==> src/rtl/julia_work_dispatcher.sv <==
// julia_work_dispatcher: walks every pixel of a frame and hands each one to a
// free Julia worker using round-robin selection, tracking per-worker busy
// state, with frame start / abort / drain control and a frame-complete pulse.
module julia_work_dispatcher #(
  parameter int NUM_WORKERS = 16,
  parameter int NUM_X_BITS  = 10,
  parameter int NUM_Y_BITS  = 10,
  parameter int X_MAX       = 640,
  parameter int Y_MAX       = 480,
  parameter int C_BITS      = 22,
  parameter int ID_BITS     = $clog2(NUM_WORKERS)
) (
  input  logic                     clk,
  input  logic                     n_rst,
  input  logic                     start_frame,
  input  logic                     abort,
  input  logic signed [C_BITS-1:0] a_in,
  input  logic signed [C_BITS-1:0] b_in,
  input  logic [NUM_WORKERS-1:0]   worker_done,
  output logic [NUM_WORKERS-1:0]   worker_start,
  output logic [NUM_X_BITS-1:0]    assign_x,
  output logic [NUM_Y_BITS-1:0]    assign_y,
  output logic signed [C_BITS-1:0] assign_a,
  output logic signed [C_BITS-1:0] assign_b,
  output logic [ID_BITS-1:0]       assign_id,
  output logic                     assign_valid,
  output logic [NUM_WORKERS-1:0]   busy_mask,
  output logic                     frame_busy,
  output logic                     frame_done,
  output logic                     frame_aborted
);

  typedef enum logic [1:0] {
    S_IDLE,
    S_DISPATCH,
    S_DRAIN,
    S_DONE
  } state_t;

  state_t                   state_q;
  state_t                   state_d;
  logic [NUM_X_BITS-1:0]    x_q;
  logic [NUM_Y_BITS-1:0]    y_q;
  logic [ID_BITS-1:0]       ptr_q;
  logic                     aborted_q;

  logic                     grant_vld_p0;
  logic [ID_BITS-1:0]       grant_id_p0;
  logic [NUM_WORKERS-1:0]   grant_oh_p0;
  logic                     last_pix;
  logic                     drain_empty;

  assign last_pix    = (x_q == NUM_X_BITS'(X_MAX - 1)) && (y_q == NUM_Y_BITS'(Y_MAX - 1));
  assign drain_empty = (state_q == S_DRAIN) && (busy_mask == '0);
  assign grant_oh_p0 = grant_vld_p0 ? (NUM_WORKERS'(1) << grant_id_p0) : '0;

  // Round-robin pick: the free worker closest after the pointer wins; the
  // loop walks from the farthest candidate to the nearest so the nearest
  // free one is the last (and final) assignment.
  always_comb begin
    logic [ID_BITS-1:0] idx;
    grant_vld_p0 = 1'b0;
    grant_id_p0  = '0;
    idx          = '0;
    if (state_q == S_DISPATCH) begin
      for (int k = NUM_WORKERS; k >= 1; k--) begin
        idx = ID_BITS'((int'(ptr_q) + k) % NUM_WORKERS);
        if (!busy_mask[idx]) begin
          grant_vld_p0 = 1'b1;
          grant_id_p0  = idx;
        end
      end
    end
  end

  // Frame sequencing: abort and the final grant both end dispatch; drain
  // waits for every worker to report back before the one-cycle done state.
  always_comb begin
    state_d = state_q;
    case (state_q)
      S_IDLE:     if (start_frame) state_d = S_DISPATCH;
      S_DISPATCH: if (abort || (grant_vld_p0 && last_pix)) state_d = S_DRAIN;
      S_DRAIN:    if (busy_mask == '0) state_d = S_DONE;
      S_DONE:     state_d = S_IDLE;
      default:    state_d = S_IDLE;
    endcase
  end

  // Control state: FSM, busy flags, round-robin pointer, abort flag and the
  // frame status outputs.
  always_ff @(posedge clk or negedge n_rst) begin
    if (!n_rst) begin
      state_q       <= S_IDLE;
      busy_mask     <= '0;
      ptr_q         <= ID_BITS'(NUM_WORKERS - 1);
      aborted_q     <= 1'b0;
      frame_busy    <= 1'b0;
      frame_done    <= 1'b0;
      frame_aborted <= 1'b0;
      worker_start  <= '0;
      assign_valid  <= 1'b0;
    end else begin
      state_q       <= state_d;
      busy_mask     <= (busy_mask & ~worker_done) | grant_oh_p0;
      worker_start  <= grant_oh_p0;
      assign_valid  <= grant_vld_p0;
      frame_busy    <= (state_d == S_DISPATCH) || (state_d == S_DRAIN);
      frame_done    <= drain_empty;
      frame_aborted <= drain_empty && aborted_q;
      if (grant_vld_p0) ptr_q <= grant_id_p0;
      if ((state_q == S_IDLE) && start_frame) begin
        aborted_q <= 1'b0;
      end else if ((state_q == S_DISPATCH) && abort) begin
        aborted_q <= 1'b1;
      end
    end
  end

  // Pixel walk and assignment payload: coordinates advance only on a grant,
  // the frame constants are captured once per frame.
  always_ff @(posedge clk or negedge n_rst) begin
    if (!n_rst) begin
      x_q       <= '0;
      y_q       <= '0;
      assign_x  <= '0;
      assign_y  <= '0;
      assign_id <= '0;
      assign_a  <= '0;
      assign_b  <= '0;
    end else begin
      if ((state_q == S_IDLE) && start_frame) begin
        x_q      <= '0;
        y_q      <= '0;
        assign_a <= a_in;
        assign_b <= b_in;
      end else if (grant_vld_p0) begin
        assign_x  <= x_q;
        assign_y  <= y_q;
        assign_id <= grant_id_p0;
        if (x_q == NUM_X_BITS'(X_MAX - 1)) begin
          x_q <= '0;
          y_q <= (y_q == NUM_Y_BITS'(Y_MAX - 1)) ? '0 : y_q + 1'b1;
        end else begin
          x_q <= x_q + 1'b1;
        end
      end
    end
  end

endmodule

==> config.mk <==
export PLATFORM = sky130hd
export DESIGN_NAME = julia_work_dispatcher
export DESIGN_NICKNAME = d
export VERILOG_FILES = /design/src/rtl/julia_work_dispatcher.sv
export SDC_FILE = /design/constraint.sdc
export NUM_CORES = 1
export LEC_CHECK = 0
export CAP_MARGIN = 20
export CORE_UTILIZATION = 52
export DETAILED_ROUTE_END_ITERATION = 8
export GPL_TIMING_DRIVEN = 0
export PLACE_DENSITY = 0.81
export SYNTH_ARGS = -nofsm -noshare
export SYNTH_HDL_FRONTEND = slang
export SYNTH_SLANG_ARGS = --single-unit
==> constraint.sdc <==
create_clock -name clk -period 5.3 [get_ports clk]
set_clock_uncertainty 0.05 [all_clocks]
set_input_delay 1.325 -clock clk [delete_from_list [all_inputs] [get_ports clk]]
set_output_delay 1.325 -clock clk [all_outputs]
set_load 0.02 [all_outputs]
Yosys cells after proc, flatten, opt, wreduce, memory -nomap -nowiden

Cells that the tools add are included.

Flip-flop bits (word level): 131
Input port bits: 64
Logic and storage cells: 157
Output and inout bits: 104

Multiplexer cells: 80
Order comparisons: 16
Reduce and logical (&&, ||, !) cells: 15
Shift-type cells: 1
Bitwise logic cells: 4
Eq/ne operators: 7
$add $sub $neg: 18

Operators by type and width:

| kind                                                | count |
|---|---|
| < comparator 4 x 5 -> 1 bit (second input constant) | 16 |
| two-way mux 10 bit                                  | 7 |
| two-way mux 4 bit                                   | 17 |
| binary-select mux 1 bit (select 4 bit)              | 16 |
| two-way mux 1 bit                                   | 35 |
| adder 4 bit (second input constant)                 | 8 |
| adder 10 x 1 -> 10 bit (second input constant)      | 2 |
| adder 4 x 3 -> 4 bit (second input constant)        | 4 |
| AND 16 bit                                          | 1 |
| zero test 16 bit                                    | 1 |
| two-way mux 16 bit                                  | 1 |
| NOT 16 bit                                          | 1 |
| OR 16 bit                                           | 1 |
| left shift 1 x 4 -> 16 bit (first input constant)   | 1 |
| == test 10 bit (second input constant)              | 1 |
| == test 10 x 9 -> 1 bit (second input constant)     | 1 |
| adder 4 x 1 -> 4 bit (second input constant)        | 2 |
| adder 4 x 2 -> 4 bit (second input constant)        | 2 |
| case mux 2 bit (4 select lines)                     | 1 |
| == test 2 bit (second input constant)               | 3 |
| logical AND 1 bit                                   | 6 |
| two-way mux 2 bit                                   | 3 |
| nonzero test 2 bit                                  | 3 |
| == test 2 x 1 -> 1 bit (second input constant)      | 2 |
| 4 further kinds                                     | 6 |

Depth between registers and ports, before layout

Word-level depth: 26
Gate-level depth with buffers: 19
Depth with buffers taken out: 12

Worst setup path after synthesis

Ideal clock, no wire load.

Path type: reg2reg
Start point: reg ptr_q[1]
End point: reg busy_mask[0]
Period minus slack after synthesis: 4.354 ns
Setup time: 0.104 ns
Setup slack: 0.946 ns
Required time: 5.146 ns
Path buffers: 7
Data arrival time: 4.201 ns
Stages on the path, launching flop included: 19
Path through: dfstp_2 > buf_4 > buf_4 > buf_2 > inv_1 > ha_1 > buf_6 > buf_12 > buf_6 > nand2_1 > o2111a_1 > nor4_1 > a21o_1 > mux2i_1 > o221ai_2 > a311o_1 > and2_1 > buf_6 > o41ai_2

Word-level cells in the longest chain between the ends: 23

RTL lines:

| item                                    | RTL line | source |
|---|---|---|
| from (decl)                             | 44       | `logic [ID_BITS-1:0] ptr_q;` |
| from (signal assigned)                  | 95       | `ptr_q <= ID_BITS'(NUM_WORKERS - 1);` |
| from (signal assigned)                  | 110      | `if (grant_vld_p0) ptr_q <= grant_id_p0;` |
| adder 4 x 1 -> 4 bit                    | 67       | `idx = ID_BITS'((int'(ptr_q) + k) % NUM_WORKERS);` |
| binary-select mux 1 bit (select 4 bit)  | 68       | `if (!busy_mask[idx]) begin` |
| two-way mux 1 bit (not written as such) | 68       |  |
| two-way mux 4 bit (16 in series)        | 68       |  |
| two-way mux 4 bit                       | 65       | `if (state_q == S_DISPATCH) begin` |
| left shift 1 x 4 -> 16 bit              | 55       | `assign grant_oh_p0 = grant_vld_p0 ? (NUM_WORKERS'(1) << grant_id_p0) : '0;` |
| two-way mux 16 bit *                    | 55       |  |
| OR 16 bit *                             | 104      | `busy_mask <= (busy_mask & ~worker_done) \| grant_oh_p0;` |
| to (signal assigned)                    | 104      |  |
| to (decl)                               | 27       | `output logic [NUM_WORKERS-1:0] busy_mask,` |

Mark *: on every way between the ends. The rest lies on a longest branch, timed or not. The select of a mux whose other input is x is not followed.
A chain may end at the register's enable or synchronous reset.

Worst setup path in the final report

Start point: reg ptr_q[0]
End point: reg busy_mask[5]

The elaborated chain is that of the path after synthesis.

==> results.yml <==
clock_tree:
  numCtsBuffers: 17
  cts.clk_slew.worst_paths_ps: 60
  cts-root-buf: "clkbuf_16"
  htreeDepth: 4
  cts.sinks: 131
  hold_buffers: 0
  cts_buffer_depth: 2
  cts_tree: "yes"
  clk_latency_ps: 420
yosys:
  syn_area_sq_um: 8220
  synth_warnings: 0
  synth_edf_count: 0
  synth-compound-area-share: 0.149
  synth_ff_type: "dfrtp_1"
  ys_ff_latch: 131
  synth_top_family_by_area: "simple AND/OR/NAND/NOR gates"
  async_flop_share: 1.00
  ys_types: 89
  synth_fa_ha_area_frac: 0.0137
  synthMuxAreaShare: 0.133
  syn_inst: 895
  ys_seq_area_frac: 0.399
  syn_area_per_cell_sq_um: 9.18
  synthXorXnorAreaFrac: 0.0224
  synthSimpleGateAreaFrac: 0.236
  synth_nets: 968
finish:
  nets: 1157
  final_layout_size_suffix_gt1_frac: 0.139
  multi_input_area_sq_um: 4630
  register_area_sq_um: 3280
  design_area_sq_um: 10900
  finalCoreUtilization: 0.713
  n_antenna_cell: 0
  area_delta_synth_final_pct: 32.8
  num-fill-cells: 1141
  layout.cells.non_filler: 1308
die:
  die_w_um: 128
  initial_core_util: 0.537
  die_y_um: 128
  rows: 45
  core_area_sq_um: 15300
  io_pins: 168
  dieArea_sq_um: 16300
detailed_routing:
  vias: 8072
  avgViaCountPerCell: 6.17
  wl_per_cell_um: 21.0
  drtIter0Drc: 983
  ant_nets: 0
  drc: 0
  drt_wl_total_um: 27500
  drt_pass1_iterations: 8
timing:
  tns_ps: 0
  fin_crit_ps: 5040
  setup_viol: 0
  worst_pin_slew_ps: 973
  period_share: 0.951
  holdWs_ps: 421
  rsz0062_at_grt: "no"
  maxSlewViolCount: 0
  setup_slack_ps: 259
  hold_violations: 0
  fmax_mhz: 198
  relSlewSlack: 0.347
placed_design:
  post-place-ws_ps: -202
  dp.cells: 1274
  routabilityCongestion: 1.01
  io_buffers: 167
  dp_hpwl_um: 20000
  placedInstanceArea_sq_um: 10200
power:
  power_switching_share: 0.459
  vdd_drop_max_mv: 0.335
  p_sw_mw: 2.89
  p_clk_frac: 0.188
  p_comb_frac: 0.580
  internal_power_mw: 3.41
  total_power_mw: 6.30
  p_seq_frac: 0.232
  power_leakage_nw: 4.75
  p_per_area_nw_per_um2: 577
global_routing:
  grt_overflow: 0
  grtUsageTotal: 0.347
  grt_max_degree: 92
  grt_first_pass_wirelength_um: 43300
  first_global_vias: 7764
  antenna_found_initial: 0
hold_path:
  whs_path_depth: 2
  hold_class: "flip-flop to flip-flop"
  hp-start: "assign_a[18]$_DFFE_PN0P_"
  min_to: "assign_a[18]$_DFFE_PN0P_"
critical_path:
  r2r_cells: 19
  worstPathRequired_ps: 5560
  start_kind: "flip-flop"
  r2r-end: "busy_mask[5]$_DFF_PN0_"
  end_kind: "flip-flop"
  arrival_ps: 5300
  r2r_slack_ps: 260
  timing.rr.start: "ptr_q[0]$_DFFE_PN1P_"
  critPathKind: "flip-flop to flip-flop"
  cp_max_fo: 10
job:
  cap_viol_max_count: 0
outcome:
  status: "complete, no violations"
[placed cells by master (no fill, tap or decap), drive strengths merged, types with 4 or more instances in the layout]
| cell type | synthesis | final |
|---|---|---|
| and2 | 6 | 6 |
| a221oi | 4 | 4 |
| clkbuf | 29 | 47 |
| and4 | 4 | 4 |
| a211oi | 12 | 12 |
| nor3 | 12 | 12 |
| nor2b | 6 | 6 |
| nand3 | 28 | 28 |
| o211ai | 6 | 6 |
| clkdlybuf4s50 | 0 | 166 |
| inv | 23 | 25 |
| nor4 | 23 | 23 |
| dfstp | 4 | 4 |
| a21oi | 27 | 27 |
| nand2 | 253 | 253 |
| dfrtp | 127 | 127 |
| o41ai | 9 | 9 |
| clkinv | 1 | 6 |
| mux4 | 25 | 25 |
| ha | 9 | 9 |
| nor2 | 45 | 45 |
| a21o | 5 | 5 |
| buf | 28 | 33 |
| xnor2 | 16 | 16 |
| o31ai | 8 | 8 |
| nand4 | 6 | 6 |
| mux2 | 14 | 14 |
| a31oi | 4 | 4 |
| mux2i | 36 | 36 |
| o21ai | 34 | 34 |
| clkinvlp | 0 | 4 |
| xor2 | 5 | 5 |
| nand2b | 13 | 13 |
| and3 | 11 | 11 |
| o22ai | 10 | 10 |
[metal layers]
layer,vias to the layer above,part of all wire,GRT usage
li1,3574,-,-
met1,3903,0.39,0.446
met2,500,0.49,0.570
met3,95,0.076,0.0597
met4,0,0.045,0.168
met5,-,0,0
[worst max-delay path, cell delays in order, from the launching register on]
cell and delay [ps]:
dfstp_2 530, buf_4 170, buf_6 170, inv_2 40
buf_4 180, clkbuf_2 280, ha_1 470, buf_6 200
buf_12 160, buf_6 170, nand2_1 60, o2111a_1 230
nor4_4 440, a21oi_4 120, a2111oi_4 340, o221ai_2 150
a311o_1 480, and2_1 220, buf_6 140, o41ai_2 300
[synthesized netlist by cell type, types with 3 or more instances]
| cell | instances | area [sq um] |
|---|---|---|
| o22ai_1 | 10 | 62.6 |
| o2111ai_1 | 3 | 26.3 |
| a221oi_1 | 3 | 26.3 |
| buf_4 | 6 | 45.0 |
| mux2i_1 | 35 | 350 |
| a21oi_1 | 26 | 130 |
| inv_1 | 19 | 71.3 |
| and3_1 | 11 | 68.8 |
| and2_1 | 6 | 37.5 |
| a21o_1 | 4 | 30.0 |
| o41ai_2 | 6 | 97.6 |
| a211oi_1 | 12 | 90.1 |
| xor2_1 | 5 | 43.8 |
| nand2b_1 | 13 | 81.3 |
| o211ai_1 | 4 | 30.0 |
| o21ai_0 | 31 | 155 |
| ha_1 | 9 | 113 |
| a31oi_1 | 4 | 25.0 |
| nor4_1 | 18 | 113 |
| dfrtp_1 | 127 | 3180 |
| nor2b_1 | 6 | 37.5 |
| o31ai_1 | 8 | 60.1 |
| buf_1 | 7 | 26.3 |
| inv_2 | 4 | 15.0 |
| nand2_1 | 253 | 950 |
| xnor2_1 | 16 | 140 |
| o41ai_1 | 3 | 26.3 |
| mux4_2 | 23 | 518 |
| buf_6 | 4 | 45.0 |
| nor2_1 | 45 | 169 |
| nor3_1 | 12 | 60.1 |
| mux2_2 | 12 | 135 |
| nand3_1 | 27 | 135 |
| buf_2 | 10 | 50.1 |
| and4_1 | 4 | 35.0 |
| dfstp_2 | 4 | 105 |
| nor4_2 | 3 | 37.5 |
| clkbuf_1 | 29 | 109 |
| nand4_1 | 6 | 37.5 |
[power by group through the flow]
stage	Clock [mW]	Combinational (mW)	Sequential, mW
global placement	0	3.44	1.46
detailed placement	0	3.48	1.47
global route	1.23	3.89	1.49
floorplan	0	2.03	1.71
CTS	1.19	3.57	1.46
finish	1.19	3.65	1.46
[flip-flops by register name (all words and copies together) (netlist names)]
name / cells
assign_valid: 1
assign_id: 4
aborted_q: 1
assign_x: 10
frame_done: 1
y_q: 10
state_q: 2
x_q: 10
busy_mask: 16
assign_y: 10
frame_busy: 1
worker_start: 16
assign_a: 22
frame_aborted: 1
ptr_q: 4
assign_b: 22
[layout make-up]
class | instances | area share
inverters | 24 | 0.00860
multi-input cells | 683 | 0.424
clock inverters | 13 | 0.0136
repair buffers | 173 | 0.160
well taps | 211 | 0.0242
clock buffers | 19 | 0.0415
flip-flops and latches | 131 | 0.301
plain buffers | 54 | 0.0265
[worst max-delay path by stage]
stage	start	end	slack, ps	cells after the start
detailed placement	ptr_q[1]$_DFFE_PN1P_	worker_start[1]$_DFF_PN0_	-200	15
finish	ptr_q[0]$_DFFE_PN1P_	busy_mask[5]$_DFF_PN0_	260	19
global placement	n_rst	busy_mask[10]$_DFF_PN0_	-2250	1
floorplan	ptr_q[1]$_DFFE_PN1P_	busy_mask[0]$_DFF_PN0_	950	18
global route	ptr_q[0]$_DFFE_PN1P_	worker_start[7]$_DFF_PN0_	60	16
CTS	ptr_q[1]$_DFFE_PN1P_	worker_start[1]$_DFF_PN0_	40	16
[timing repair]
item	4_1_cts	5_1_grt
resized for setup	8	17
pin swaps	1	0
endpoints found under the setup margin	57	75
setup buffers	5	0
[logic make-up (layout without fill, tap and decap cells)]
logic type | count (synthesis) | in the layout
adders and majority gates | 9 | 9
DFF | 131 | 131
and+or+nand+nor | 419 | 419
buffers and inverters | 81 | 283
xor gates and xnor gates | 21 | 21
muxes | 75 | 75
AOI/OAI and AO/OA | 159 | 159
Power figures use the tool's default switching activity.
